$ cat src/rtl/alu_uart_requester.sv
// rtl/alu_uart_requester.sv - host-side initiator for the ALU-over-UART command protocol
//
// Takes one command (op_code, data_a, data_b) on a start/busy/done handshake.
// It writes the command as three bytes into a UART TX FIFO and then pops one
// result byte from the UART RX FIFO.
//
// Optional feature macro: TIMEOUT_EN
//   When defined, WAIT_RES gives up after TIMEOUT_CYCLES empty cycles and
//   pulses timeout_err.
//   When undefined, WAIT_RES waits forever and timeout_err is tied 0.
//
// Ports:
//   clk, reset          system clock, synchronous active-high reset
//   start               command request, sampled only while busy=0
//   op_code/data_a/b    command fields, latched when start is accepted
//   busy                transaction in progress
//   done                one-cycle pulse, result valid
//   result              last received result byte (low NB_AB bits)
//   timeout_err         one-cycle pulse, no result in time (TIMEOUT_EN)
//   w_data, wr_uart     TX FIFO write data / one-cycle write strobe
//   tx_full             TX FIFO full
//   r_data, rx_empty    RX FIFO head byte / empty flag
//   rd_uart             one-cycle RX FIFO pop strobe
module alu_uart_requester #(
    parameter int DBIT           = 8,
    parameter int NB_OP          = 6,
    parameter int NB_AB          = 8,
    parameter int TIMEOUT_CYCLES = 1000000
) (
    input  logic             clk,
    input  logic             reset,
    input  logic             start,
    input  logic [NB_OP-1:0] op_code,
    input  logic [NB_AB-1:0] data_a,
    input  logic [NB_AB-1:0] data_b,
    output logic             busy,
    output logic             done,
    output logic [NB_AB-1:0] result,
    output logic             timeout_err,
    output logic [DBIT-1:0]  w_data,
    output logic             wr_uart,
    input  logic             tx_full,
    input  logic [DBIT-1:0]  r_data,
    input  logic             rx_empty,
    output logic             rd_uart
);

    typedef enum logic [2:0] {
        IDLE     = 3'd0,
        SEND_OP  = 3'd1,
        SEND_A   = 3'd2,
        SEND_B   = 3'd3,
        GAP      = 3'd4,
        WAIT_RES = 3'd5
    } state_t;

    state_t             state_q, state_d;
    state_t             ret_q, ret_d;       // state to resume after GAP
    logic [NB_OP-1:0]   op_q, op_d;
    logic [NB_AB-1:0]   a_q, a_d;
    logic [NB_AB-1:0]   b_q, b_d;
    logic               busy_q, busy_d;
    logic               done_q, done_d;
    logic [NB_AB-1:0]   result_q, result_d;
    logic [DBIT-1:0]    w_data_q, w_data_d;
    logic               wr_q, wr_d;
    logic               rd_q, rd_d;

`ifdef TIMEOUT_EN
    localparam int CW = (TIMEOUT_CYCLES > 1) ? $clog2(TIMEOUT_CYCLES) : 1;
    logic [CW-1:0]      cnt_q, cnt_d;
    logic               tmo_q, tmo_d;
`endif

    always_comb begin
        state_d  = state_q;
        ret_d    = ret_q;
        op_d     = op_q;
        a_d      = a_q;
        b_d      = b_q;
        busy_d   = busy_q;
        done_d   = 1'b0;
        result_d = result_q;
        w_data_d = w_data_q;
        wr_d     = 1'b0;
        rd_d     = 1'b0;
`ifdef TIMEOUT_EN
        cnt_d    = cnt_q;
        tmo_d    = 1'b0;
`endif
        case (state_q)
            IDLE: begin
                if (start) begin
                    op_d    = op_code;
                    a_d     = data_a;
                    b_d     = data_b;
                    busy_d  = 1'b1;
                    state_d = SEND_OP;
                end
            end
            SEND_OP: begin
                if (!tx_full) begin
                    w_data_d = DBIT'(op_q);
                    wr_d     = 1'b1;
                    ret_d    = SEND_A;
                    state_d  = GAP;
                end
            end
            SEND_A: begin
                if (!tx_full) begin
                    w_data_d = DBIT'(a_q);
                    wr_d     = 1'b1;
                    ret_d    = SEND_B;
                    state_d  = GAP;
                end
            end
            SEND_B: begin
                if (!tx_full) begin
                    w_data_d = DBIT'(b_q);
                    wr_d     = 1'b1;
                    ret_d    = WAIT_RES;
                    state_d  = GAP;
                end
            end
            GAP: begin
                // One idle cycle lets tx_full catch up with the write just issued.
                state_d = ret_q;
`ifdef TIMEOUT_EN
                if (ret_q == WAIT_RES) cnt_d = '0;
`endif
            end
            WAIT_RES: begin
                // Data arriving on the last timeout cycle still wins.
                if (!rx_empty) begin
                    result_d = r_data[NB_AB-1:0];
                    rd_d     = 1'b1;
                    done_d   = 1'b1;
                    busy_d   = 1'b0;
                    state_d  = IDLE;
                end
`ifdef TIMEOUT_EN
                else if (cnt_q == CW'(TIMEOUT_CYCLES - 1)) begin
                    tmo_d   = 1'b1;
                    busy_d  = 1'b0;
                    state_d = IDLE;
                end else begin
                    cnt_d = cnt_q + 1'b1;
                end
`endif
            end
            default: state_d = IDLE;
        endcase
    end

    always_ff @(posedge clk) begin
        if (reset) begin
            state_q  <= IDLE;
            ret_q    <= IDLE;
            op_q     <= '0;
            a_q      <= '0;
            b_q      <= '0;
            busy_q   <= 1'b0;
            done_q   <= 1'b0;
            result_q <= '0;
            w_data_q <= '0;
            wr_q     <= 1'b0;
            rd_q     <= 1'b0;
`ifdef TIMEOUT_EN
            cnt_q    <= '0;
            tmo_q    <= 1'b0;
`endif
        end else begin
            state_q  <= state_d;
            ret_q    <= ret_d;
            op_q     <= op_d;
            a_q      <= a_d;
            b_q      <= b_d;
            busy_q   <= busy_d;
            done_q   <= done_d;
            result_q <= result_d;
            w_data_q <= w_data_d;
            wr_q     <= wr_d;
            rd_q     <= rd_d;
`ifdef TIMEOUT_EN
            cnt_q    <= cnt_d;
            tmo_q    <= tmo_d;
`endif
        end
    end

    assign busy    = busy_q;
    assign done    = done_q;
    assign result  = result_q;
    assign w_data  = w_data_q;
    assign wr_uart = wr_q;
    assign rd_uart = rd_q;
`ifdef TIMEOUT_EN
    assign timeout_err = tmo_q;
`else
    assign timeout_err = 1'b0;
`endif

endmodule

$ cat config.mk
export PLATFORM = sky130hd
export DESIGN_NAME = alu_uart_requester
export DESIGN_NICKNAME = d
export VERILOG_FILES = /design/src/rtl/alu_uart_requester.sv
export SDC_FILE = /design/constraint.sdc
export NUM_CORES = 1
export LEC_CHECK = 0
export CORE_MARGIN = 3
export CORE_UTILIZATION = 46
export DETAILED_ROUTE_END_ITERATION = 16
export GPL_TIMING_DRIVEN = 0
export PLACE_DENSITY = 0.78
export SYNTH_ARGS = -nofsm -noshare
export SYNTH_HDL_FRONTEND = slang
export SYNTH_SLANG_ARGS = --single-unit
export TNS_END_PERCENT = 1
$ cat constraint.sdc
create_clock -name clk -period 1.4 [get_ports clk]
set_input_delay 0.42 -clock clk [delete_from_list [all_inputs] [get_ports clk]]
set_output_delay 0.42 -clock clk [all_outputs]
set_load 0.01 [all_outputs]
==> results of run 1 <==
-- how the worst min path moves through the flow --
stage / end / slack (ns)
global route: result[1] / 0.47
global placement: result[2] / 0.44
finish: result[6] / 0.45
detailed placement: result[6] / 0.45
floorplan: ret_q[2] / 0.43
CTS: result[6] / 0.46
-- power by group through the flow --
stage	clock network [mW]	logic (mW)	registers, mW
floorplan	0	0.216	1.46
global placement	0	0.383	1.46
detailed placement	0	0.387	1.46
CTS	0.975	0.390	1.43
global route	1.02	0.438	1.43
finish	0.961	0.395	1.43
-- cells in the final DEF, fill, tap and decap left out, types with 2 or more instances in the layout --
master,netlist,layout
a21oi_1,40,40
and2b_2,1,2
buf_4,3,10
buf_6,2,4
clkbuf_1,5,5
clkbuf_8,0,5
clkdlybuf4s50_1,0,30
dfxtp_1,47,47
dlygate4sd2_1,0,22
mux2i_1,7,7
nand2_1,76,76
nand2b_1,2,2
nor2_1,12,11
nor2_2,1,2
nor3_4,2,2
o211ai_1,6,6
-- through the flow --
stage / cells / hold WS, ns / utilization
2_1_floorplan: 229 / 0.4338 / -
3_3_place_gp: 330 / 0.4410 / 0.6525
3_5_place_dp: 330 / 0.4464 / 0.6525
4_1_cts: 337 / 0.4556 / 0.6785
5_1_grt: 339 / 0.4667 / 0.6868
6_report: 339 / 0.4539 / 0.6868
-- cell families (layout without fill, tap and decap cells) --
logic type / after synthesis / after routing / share of synthesized area
flops: 47 / 47 / 0.4983
simple gates: 102 / 102 / 0.2412
compound gates: 54 / 54 / 0.1637
mux: 8 / 8 / 0.04308
buf+inv: 17 / 79 / 0.05169
other cells: 1 / 1 / 0.001986
-- metal layers --
| layer | wire (um) | global-route usage |
|---|---|---|
| met5 | 0 | 0 |
| met4 | 48 | 0.05106 |
| met3 | 269 | 0.05612 |
| met2 | 2011 | 0.3127 |
| met1 | 1845 | 0.2080 |
-- registers in the layout, indices dropped and copies added (netlist names) --
name	count
a_q	8
b_q	8
busy	1
op_q	6
rd_uart	1
result	8
ret_q	3
state_q	3
w_data	8
wr_uart	1
-- what timing repair did --
action,4_1_cts,5_1_grt
resized for setup,31,8
pin swaps,1,3
setup endpoints to repair,52,36
setup buffers,0,2
-- worst min-delay path, delay by kind of cell, from the launching register on --
family / cells / cell delay [ns]
DFF: 1 / 0.31
and+or+nand+nor: 1 / 0.05
AOI/OAI and AO/OA: 1 / 0.05
-- area by class of cell --
type	instances	area, um^2	share of cell area
repair buffers	55	515.5	0.1976
clock inverters	2	37.54	0.01439
flip-flops and latches	47	940.9	0.3607
clock buffers	5	68.82	0.02638
well taps	48	60.06	0.02302
inverters	1	3.754	0.001439
multi-input cells	165	865.8	0.3319
plain buffers	16	116.4	0.04460
==> summary.txt, run 1 <==
OUTCOME
-------------------------------------------------------------------------------------------
Result of the run ............................................................    completed

GLOBAL ROUTING
-------------------------------------------------------------------------------------------
Largest net degree at the start of global routing ............................           15
Overflow left after global routing ...........................................            0
Number of antenna violations at the first check in global routing ............            0
Vias in the first global route ...............................................         1624
Wire length of the first global-routing pass .................................      7065 um
Global-route usage over all layers ...........................................       0.1785

PLACEMENT
-------------------------------------------------------------------------------------------
Gp weighted congestion .......................................................       0.8297
HPWL Detailed ................................................................      3068 um
Number of port buffers .......................................................           53
Standard cell area after detailed placement ..................................    2479 um^2
Pre-CTS setup slack ..........................................................   -0.4990 ns

DRT
-------------------------------------------------------------------------------------------
Router iterations before antenna repair ......................................            4
Total vias in the final route ................................................         1694
Drt total wl .................................................................      4176 um
DRC violations left ..........................................................            0
Detailed-route wire length per cell ..........................................     12.32 um
Average vias per placed instance .............................................        4.997
Number of design-rule violations left by the first detailed-router iteration .           67
Antenna viol nets, final .....................................................            0

STA
-------------------------------------------------------------------------------------------
Crit share post-route ........................................................       0.9591
Worst clock skew .............................................................   0.01014 ns
Post-route minimum period ....................................................     1.343 ns
Total Neg Setup Slack ........................................................         0 ns
Timing-limited maximum frequency .............................................   0.7448 GHz
Final max-slew violation count ...............................................            0
Number of setup violations in the final report ...............................            0
Unrepaired setup endpoints after global routing ..............................         true
Hold Vio Cnt, Final ..........................................................            0
Final worst slack ............................................................   0.05732 ns

CRITICAL PATH
-------------------------------------------------------------------------------------------
End point of the critical path ...............................................      op_q[2]
Capture point of the worst reg-to-reg path ...................................      op_q[2]
Largest fanout on the critical path ..........................................           10
Critical path startpoint .....................................................   state_q[1]
Worst path required time .....................................................      1.58 ns
Setup slack on the worst flop-to-flop path ...................................      0.06 ns
Sort of element at the end of the critical path ..............................         flop
Crit-path leading delay family ............................................... simple AND/OR/NAND/NOR gates
Crit-path cells .............................................................. nand2b_1, or3_4, buf_6, nand2_1, a21oi_1
Kind of start point of the critical path .....................................         flop
Critical-path cell with the highest stage delay ..............................        or3_4
Crit. path cell count ........................................................            5
Beginning of the worst register-to-register path .............................   state_q[1]
Total buffers and inverters traversed by the critical path ...................            1
Crit path arrival time .......................................................      1.52 ns
Depth of the worst register-to-register path .................................            5
Critical path's largest stage delay ..........................................      0.39 ns
Worst setup path class .......................................................      reg2reg

PWR
-------------------------------------------------------------------------------------------
Sum of internal, switching and leakage power .................................     2.782 mW
Switching Power ..............................................................    0.6628 mW
Switching portion of total power .............................................       0.2382
VDD IR max ...................................................................    0.8011 mV
Leakage ......................................................................     1.036 nW
Internal power ...............................................................     2.119 mW
P per Cell Area .............................................................. 1067 nW/um^2
Sequential power share .......................................................        0.513
Share of power burned in combinational logic .................................        0.142
Clock share of power .........................................................        0.345

SYNTH
-------------------------------------------------------------------------------------------
Count of different cell masters after synthesis ..............................           33
Flop and latch count out of synthesis ........................................           47
Synthesized instance count ...................................................          229
Synthesis warning total ......................................................            0
Most repeated cell in the gate-level netlist after synthesis .................      nand2_1
Part of the Yosys area used for sequential elements ..........................       0.4983
Biggest area contributors in the synthesized netlist ......................... dfxtp_1, nand2_1, a21oi_1, mux2i_1, nor2_1
Count of flip-flops with a built-in enable after synthesis ...................            0
Synthesized area per cell ....................................................   8.245 um^2
Post-synthesis cell type with the largest combined area ......................      dfxtp_1
Synth async-reset ratio ......................................................            0
Most common flop cell mapped by yosys ........................................      dfxtp_1
Total nets after synthesis ...................................................          264
Post-synth top area share ....................................................       0.4983
Commonest cells in the netlist ............................................... nand2_1, dfxtp_1, a21oi_1, nor2_1, mux2i_1
Cell Area, Synth .............................................................    1888 um^2

CLOCK NETWORK
-------------------------------------------------------------------------------------------
Total CTS buffers ............................................................            5
Clock tree root driver cell ..................................................     clkbuf_8
Number of sinks on the clock net .............................................           47
Clock transition at the registers of the reported paths ......................      0.09 ns
CTS tree .....................................................................          yes
CTS H-tree depth .............................................................            2
Hold-fix buffers, CTS ........................................................            0
Clock insertion delay at the later pin of the skew report ....................      0.30 ns
Buffers from clock root to sink, at most .....................................            2

FLOORPLANNING
-------------------------------------------------------------------------------------------
Placement Rows ...............................................................           22
Effective utilization at floorplan ...........................................       0.4970
Total I/O pin count ..........................................................           56
Area enclosed by the die boundary ............................................    4909 um^2
Die Span X ...................................................................     70.07 um
Vertical die dimension .......................................................     70.07 um
Core area ....................................................................    3799 um^2

WORST HOLD PATH
-------------------------------------------------------------------------------------------
Worst hold path depth ........................................................            2
Origin of the worst min-delay path ...........................................    result[6]
Path type of the worst min-delay path ........................................      reg2reg

FINAL LAYOUT
-------------------------------------------------------------------------------------------
Final std cell area, no fill .................................................    2609 um^2
Post-layout net count ........................................................          326
Diode insertion count for antenna repair .....................................            0
Ratio of cells with drive above 1 in the final layout ........................       0.1065
Fill cell instance count of the final layout .................................          338
Synthesis-to-finish area growth ..............................................       38.17%

FLOW RUN
-------------------------------------------------------------------------------------------
Max-Cap Viols ................................................................            0

Note: power is estimated with default switching activity, not from simulation.
==> run 2: changes to the inputs <==
--- a/config.mk
+++ b/config.mk
@@ -10,6 +10,8 @@
 export DETAILED_ROUTE_END_ITERATION = 16
 export GPL_TIMING_DRIVEN = 0
 export PLACE_DENSITY = 0.78
+export RECOVER_POWER = 100
+export REMOVE_ABC_BUFFERS = 1
 export SYNTH_ARGS = -nofsm -noshare
 export SYNTH_HDL_FRONTEND = slang
 export SYNTH_SLANG_ARGS = --single-unit
==> run 2 against run 1 <==
Net effect:
- core utilization is 1.9 points lower
- largest power group unchanged
- critical path depth is 1 lower
- die area did not move
- via count down 2.0%
- clock skew decreased by 0.0056 ns
- critical endpoint is now a_q[2]
- setup slack worse by 0.021 ns
- register-to-register slack worse by 0.02 ns
- largest cell class unchanged
- non-clock buffer count down 13
- worst hold slack worse by 0.0013 ns
- flip-flop and latch count did not move
- power is 8.3% lower
==> summary.txt, run 2 (synthesized netlist as in run 1, its figures left out) <==
OUTCOME
-------------------------------------------------------------------------------------------
Result of the run ............................................................    completed

CRITICAL PATH
-------------------------------------------------------------------------------------------
Worst setup path class .......................................................      reg2reg
Critical-path cell with the highest stage delay ..............................        or3_4
Setup slack on the worst flop-to-flop path ...................................      0.04 ns   -0.02 ns
Crit-path cells .............................................................. nand2b_4, or3_4, nand2_1, a21oi_1
Critical path's largest stage delay ..........................................      0.46 ns   +0.07 ns
Kind of start point of the critical path .....................................         flop
Crit path arrival time .......................................................      1.51 ns   about the same
Largest fanout on the critical path ..........................................           22   +12
Sort of element at the end of the critical path ..............................         flop
Worst path required time .....................................................      1.54 ns   -0.04 ns

DRT
-------------------------------------------------------------------------------------------
Antenna viol nets, final .....................................................            0   unchanged
Router iterations before antenna repair ......................................            4   unchanged
Number of design-rule violations left by the first detailed-router iteration .           93   +39%
Average vias per placed instance .............................................        5.061   +1.3%
Drt total wl .................................................................      3921 um   -6.1%
Detailed-route wire length per cell ..........................................     11.95 um   -3.0%
DRC violations left ..........................................................            0   unchanged
Total vias in the final route ................................................         1660   -2.0%

FINAL LAYOUT
-------------------------------------------------------------------------------------------
Leading cell types in the layout, fill and taps excluded ..................... nand2_1, dfxtp_1, a21oi_1
Post-layout net count ........................................................          314   -3.7%
Fill cell instance count of the final layout .................................          353   +4.4%
Ratio of cells with drive above 1 in the final layout ........................      0.09643   -0.01010
Synthesis-to-finish area growth ..............................................       34.39%
Cell Count, Final, Fillers Out ...............................................          328   -3.2%
Most common library cell in the layout ignoring fill and taps ................      nand2_1
Fin util .....................................................................       0.6680   -0.01877
Diode insertion count for antenna repair .....................................            0   unchanged

PLACEMENT
-------------------------------------------------------------------------------------------
Gp weighted congestion .......................................................       0.7835   -5.6%
Count of placed standard cells including taps ................................          315   -4.5%
Number of port buffers .......................................................           54   +1.9%
HPWL Detailed ................................................................      2496 um   -19%

CLOCK NETWORK
-------------------------------------------------------------------------------------------
Buffers from clock root to sink, at most .....................................            2   unchanged
CTS tree .....................................................................          yes
Total CTS buffers ............................................................            5   unchanged
CTS H-tree depth .............................................................            2   unchanged
Clock tree root driver cell ..................................................     clkbuf_8
Number of sinks on the clock net .............................................           47   unchanged
Hold-fix buffers, CTS ........................................................            0   unchanged
Clock insertion delay at the later pin of the skew report ....................      0.29 ns   about the same
Clock transition at the registers of the reported paths ......................      0.08 ns   about the same

GLOBAL ROUTING
-------------------------------------------------------------------------------------------
Largest net degree at the start of global routing ............................           48   +33
Global-route usage over all layers ...........................................       0.1617   -0.01677
Number of antenna violations at the first check in global routing ............            0   unchanged
Overflow left after global routing ...........................................            0   unchanged
Vias in the first global route ...............................................         1542   -5.0%
Wire length of the first global-routing pass .................................      6506 um   -7.9%

WORST HOLD PATH
-------------------------------------------------------------------------------------------
Path type of the worst min-delay path ........................................      reg2reg

STA
-------------------------------------------------------------------------------------------
Hold Vio Cnt, Final ..........................................................            0   unchanged
Crit share post-route ........................................................       0.9741   +0.01506
Worst clock skew .............................................................  0.004497 ns   -0.005642 ns
Final-layout worst hold slack ................................................    0.4526 ns   -0.001307 ns
Worst Tran Pin Value .........................................................    0.8170 ns
Headroom to the max-slew limit ...............................................       0.4554
Unrepaired setup endpoints after global routing ..............................         true
Final max-slew violation count ...............................................            0   unchanged
Timing-limited maximum frequency .............................................   0.7333 GHz   -1.5%
Number of setup violations in the final report ...............................            0   unchanged
Post-route minimum period ....................................................     1.364 ns   +0.02108 ns

PWR
-------------------------------------------------------------------------------------------
Leakage ......................................................................    0.9960 nW   -3.9%
VDD IR max ...................................................................    0.7227 mV   -9.8%
P per Cell Area .............................................................. 1006 nW/um^2   -5.7%

FLOORPLANNING
-------------------------------------------------------------------------------------------
Vertical die dimension .......................................................     70.07 um   unchanged
Total I/O pin count ..........................................................           56   unchanged
Area enclosed by the die boundary ............................................    4909 um^2   unchanged
Effective utilization at floorplan ...........................................       0.4970   unchanged
Placement Rows ...............................................................           22   unchanged
Die Span X ...................................................................     70.07 um   unchanged
Core area ....................................................................    3799 um^2   unchanged

FLOW RUN
-------------------------------------------------------------------------------------------
Max-Cap Viols ................................................................            0   unchanged

==> run 2: per-stage QoR <==
stage	setup TNS (ns)	power [mW]	cell area [um^2]	setup slack, ns
CTS	-0.07358	2.578	2489	-0.04115
global placement	-41.49	1.810	2395	-0.9739
floorplan	-5.557	1.630	1794	-0.1758
finish	0	2.552	2537	0.03624
detailed placement	-26.46	1.812	2390	-0.6769
global route	-0.5581	2.671	2537	-0.05806
==> run 2: final timing paths <==
path | from | to | cells after the start
worst max-delay path | state_q[1] | a_q[2] | 4
worst min-delay path | result[1] | result[1] | 2
worst max register to register | state_q[1] | a_q[2] | 4
worst min register to register | result[1] | result[1] | 2
==> run 2: final cells by class <==
type | instances | area (um^2) | area share
flip-flops and latches | 47 | 952.2 | 0.3752
well taps | 48 | 60.06 | 0.02367
clock buffers | 7 | 76.32 | 0.03008
multi-input cells | 166 | 887.1 | 0.3496
clock inverters | 1 | 5.005 | 0.001972
repair buffers | 58 | 553.0 | 0.2179
inverters | 1 | 3.754 | 0.001479
==> run 2: report_power, final <==
group	leakage, nW	total [mW]	switching (mW)	internal (mW)
clock network	0.0422	0.759	0.408	0.351
registers	0.385	1.45	0.0586	1.39
logic	0.569	0.340	0.160	0.180
==> run 2: what timing repair did <==
item                                   4_1_cts  5_1_grt
endpoints found under the hold margin        0        0
cloned                                       1        0
buffers inserted                             0        4
setup endpoints to repair                   67       40
pin swaps                                    4        4
resized for setup                           35        3
==> run 2: worst max-delay path: cells and delay by family, from the launching register on <==
kind            cells  cell delay, ns
simple gates        3            0.75
flops               1            0.39
compound gates      1            0.06
==> run 2: per-layer routing <==
metal / track usage / share of wire
met5: 0 / 0
met3: 0.05036 / 0.055
met1: 0.1920 / 0.46
met4: 0.03830 / 0.0069
met2: 0.2833 / 0.48
==> run 3: changes to the inputs <==
--- a/config.mk
+++ b/config.mk
@@ -6,10 +6,10 @@
 export NUM_CORES = 1
 export LEC_CHECK = 0
 export CORE_MARGIN = 3
-export CORE_UTILIZATION = 46
+export CORE_UTILIZATION = 42
 export DETAILED_ROUTE_END_ITERATION = 16
 export GPL_TIMING_DRIVEN = 0
-export PLACE_DENSITY = 0.78
+export PLACE_DENSITY = 0.75
 export RECOVER_POWER = 100
 export REMOVE_ABC_BUFFERS = 1
 export SYNTH_ARGS = -nofsm -noshare
==> constraint.sdc (replaced) <==
create_clock -name clk -period 1.1 [get_ports clk]
set_input_delay 0.33 -clock clk [delete_from_list [all_inputs] [get_ports clk]]
set_output_delay 0.33 -clock clk [all_outputs]
set_load 0.01 [all_outputs]
==> run 3 against run 2 <==
Net effect:
- the flow now finishes with violations (negative setup slack)
- clock power rose by 30%
- clock-buffer cell count did not move
- core utilization is 0.85 points higher
- via count is 10% higher
- cell count is 7.0% higher
- power up 35%
- critical endpoint is now state_q[0]
==> summary.txt, run 3 (synthesized netlist as in run 1, its figures left out) <==
OUTCOME
-------------------------------------------------------------------------------------------
Result of the run ............................................................ complete, but fails checks
Violated checks .............................................................. negative setup slack

CRITICAL PATH
-------------------------------------------------------------------------------------------
Crit-path cells .............................................................. buf_4, and3_1, a21oi_2, o22a_1, a311oi_1
Largest fanout on the critical path ..........................................            6   -73%
Sort of element at the end of the critical path ..............................         flop
Worst path required time .....................................................      1.28 ns   -0.26 ns
Depth of the worst register-to-register path .................................            5   +1
Total buffers and inverters traversed by the critical path ...................            1   +1
Critical-path cell with the highest stage delay ..............................      dfxtp_4
Crit. path cell count ........................................................            5   +1
Crit path arrival time .......................................................      1.53 ns   +0.02 ns
Crit-path leading delay family ............................................... compound AO/OA/AOI/OAI gates
Kind of start point of the critical path .....................................         flop
Critical path startpoint .....................................................   state_q[2]
Critical path's largest stage delay ..........................................      0.38 ns   -0.08 ns
Beginning of the worst register-to-register path .............................   state_q[2]
Worst setup path class .......................................................      reg2reg

STA
-------------------------------------------------------------------------------------------
Number of setup violations in the final report ...............................           45   +45
Unrepaired setup endpoints after global routing ..............................         true
Crit share post-route ........................................................        1.231   +0.2564
Final worst slack ............................................................   -0.2536 ns   -0.2898 ns
Worst Tran Pin Value .........................................................    0.9021 ns   +0.08515 ns
Worst clock skew .............................................................  0.008058 ns   +0.003561 ns
Final max-slew violation count ...............................................            0   unchanged
Timing-limited maximum frequency .............................................   0.7388 GHz   +0.75%
Hold Vio Cnt, Final ..........................................................            0   unchanged
Post-route minimum period ....................................................     1.354 ns   -0.01020 ns
Headroom to the max-slew limit ...............................................       0.3986   -0.05676

CLOCK NETWORK
-------------------------------------------------------------------------------------------
CTS H-tree depth .............................................................            2   unchanged
CTS tree .....................................................................          yes
Clock insertion delay at the later pin of the skew report ....................      0.30 ns   about the same
Clock transition at the registers of the reported paths ......................      0.08 ns   about the same
Buffers from clock root to sink, at most .....................................            2   unchanged
Clock tree root driver cell ..................................................     clkbuf_8
Number of sinks on the clock net .............................................           47   unchanged
Total CTS buffers ............................................................            5   unchanged

PWR
-------------------------------------------------------------------------------------------
Switching Power ..............................................................    0.8984 mW   +43%
Leakage ......................................................................     1.077 nW   +8.1%
Sum of internal, switching and leakage power .................................     3.454 mW   +35%
Share of power burned in combinational logic .................................        0.186   +0.053
VDD IR max ...................................................................    0.7008 mV   -3.0%
Internal power ...............................................................     2.555 mW   +33%
Sequential power share .......................................................        0.528   -0.041
P per Cell Area .............................................................. 1224 nW/um^2   +22%
Switching portion of total power .............................................       0.2601   +0.01454
Clock share of power .........................................................        0.286   -0.011

FLOORPLANNING
-------------------------------------------------------------------------------------------
Die Span X ...................................................................     73.05 um   +4.3%
Core area ....................................................................    4173 um^2   +9.8%
Total I/O pin count ..........................................................           56   unchanged
Vertical die dimension .......................................................     73.05 um   +4.3%
Placement Rows ...............................................................           23   +4.5%
Effective utilization at floorplan ...........................................       0.4525   -0.04456
Area enclosed by the die boundary ............................................    5336 um^2   +8.7%

GLOBAL ROUTING
-------------------------------------------------------------------------------------------
Overflow left after global routing ...........................................            0   unchanged
Wire length of the first global-routing pass .................................      7438 um   +14%
Number of antenna violations at the first check in global routing ............            0   unchanged
Vias in the first global route ...............................................         1628   +5.6%
Largest net degree at the start of global routing ............................           48   unchanged
Global-route usage over all layers ...........................................       0.1784   +0.01666

FINAL LAYOUT
-------------------------------------------------------------------------------------------
Fill cell instance count of the final layout .................................          339   -4.0%
Synthesis-to-finish area growth ..............................................       49.50%
Cell Count, Final, Fillers Out ...............................................          351   +7.0%
Storage element area .........................................................   972.2 um^2   +2.1%
Diode insertion count for antenna repair .....................................            0   unchanged
Ratio of cells with drive above 1 in the final layout ........................       0.3355   +0.2391
Final std cell area, no fill .................................................    2823 um^2   +11%
Post-layout net count ........................................................          335   +6.7%
Most common library cell in the layout ignoring fill and taps ................      nand2_1
Leading cell types in the layout, fill and taps excluded ..................... nand2_1, a21oi_1, clkdlybuf4s50_1
Footprint of the multi-input gates ...........................................   992.2 um^2   +12%

PLACEMENT
-------------------------------------------------------------------------------------------
Standard cell area after detailed placement ..................................    2392 um^2   +0.10%
HPWL Detailed ................................................................      2516 um   +0.77%
Gp weighted congestion .......................................................       0.7378   -5.8%
Number of port buffers .......................................................           54   unchanged
Count of placed standard cells including taps ................................          317   +0.63%

WORST HOLD PATH
-------------------------------------------------------------------------------------------
Origin of the worst min-delay path ...........................................    result[2]
Worst hold path depth ........................................................            2   unchanged
Path type of the worst min-delay path ........................................      reg2reg

DRT
-------------------------------------------------------------------------------------------
Total vias in the final route ................................................         1832   +10%
Detailed-route wire length per cell ..........................................     14.61 um   +22%
Number of design-rule violations left by the first detailed-router iteration .          146   +57%
DRC violations left ..........................................................            0   unchanged
Drt total wl .................................................................      5127 um   +31%
Average vias per placed instance .............................................        5.219   +3.1%
Router iterations before antenna repair ......................................            4   unchanged
Antenna viol nets, final .....................................................            0   unchanged

FLOW RUN
-------------------------------------------------------------------------------------------
Max-Cap Viols ................................................................            0   unchanged

==> run 3: cell types whose count changed in the layout (fill, tap and decap cells not counted), sizes merged <==
| cell | change |
|---|---|
| buf | +38 |
| dlygate4sd2 | -19 |
| or3 | +3 |
| clkinvlp | +1 |
| dlymetal6s2s | -1 |
| inv | -1 |
==> run 3: worst paths after layout <==
check                                   to  slack [ns]
worst max register to register  state_q[0]       -0.25
worst max-delay path            state_q[0]       -0.25
worst min-delay path             result[2]        0.45
worst min register to register   result[2]        0.45
==> run 3: area by class of cell <==
| cell class | count | share of cell area |
|---|---|---|
| Clock buffer | 7 | 0.02704 |
| Clock inverter | 1 | 0.001773 |
| Inverter | 1 | 0.002660 |
| Multi-Input combinational cell | 169 | 0.3515 |
| Sequential cell | 47 | 0.3444 |
| Tap cell | 50 | 0.02216 |
| Timing Repair Buffer | 76 | 0.2504 |
==> run 3: worst min-delay path, delay by kind of cell, from the launching register on <==
kind | cells | cell delay (ns)
compound gates | 1 | 0.05
simple gates | 1 | 0.04
flops | 1 | 0.32
==> run 3: timing repair <==
action / 4_1_cts / 5_1_grt
buffers inserted: 13 / 8
pin swaps: 8 / 24
hold buffers: 0 / 0
resized for setup: 117 / 41
gates cloned: 4 / 1
endpoints found under the setup margin: 67 / 60
==> run 3: metrics by stage <==
| stage | util | hold slack, ns | setup TNS [ns] | worst slack [ns] |
|---|---|---|---|---|
| 2_1_floorplan | - | 0.3991 | -18.76 | -0.4758 |
| 3_3_place_gp | 0.5745 | 0.4413 | -53.27 | -1.190 |
| 3_5_place_dp | 0.5733 | 0.4455 | -38.75 | -0.8926 |
| 6_report | 0.6765 | 0.4520 | -6.041 | -0.2536 |
| 4_1_cts | 0.6228 | 0.4530 | -6.685 | -0.2090 |
| 5_1_grt | 0.6765 | 0.4675 | -8.668 | -0.3367 |
==> run 3: metal layers <==
layer / global-route usage / up-vias / wire (um)
met2: 0.3019 / 61 / 2602
met4: 0.05533 / 0 / 81
li1: - / 915 / -
met1: 0.2237 / 849 / 2114
met3: 0.04132 / 7 / 328
met5: 0 / - / 0
==> run 3: power groups by stage <==
| stage | logic (mW) | clock network [mW] | registers [mW] |
|---|---|---|---|
| finish | 0.642 | 0.987 | 1.83 |
| global placement | 0.420 | 0 | 1.88 |
| CTS | 0.553 | 0.992 | 1.82 |
| floorplan | 0.196 | 0 | 1.88 |
| detailed placement | 0.422 | 0 | 1.89 |
| global route | 0.693 | 1.06 | 1.83 |
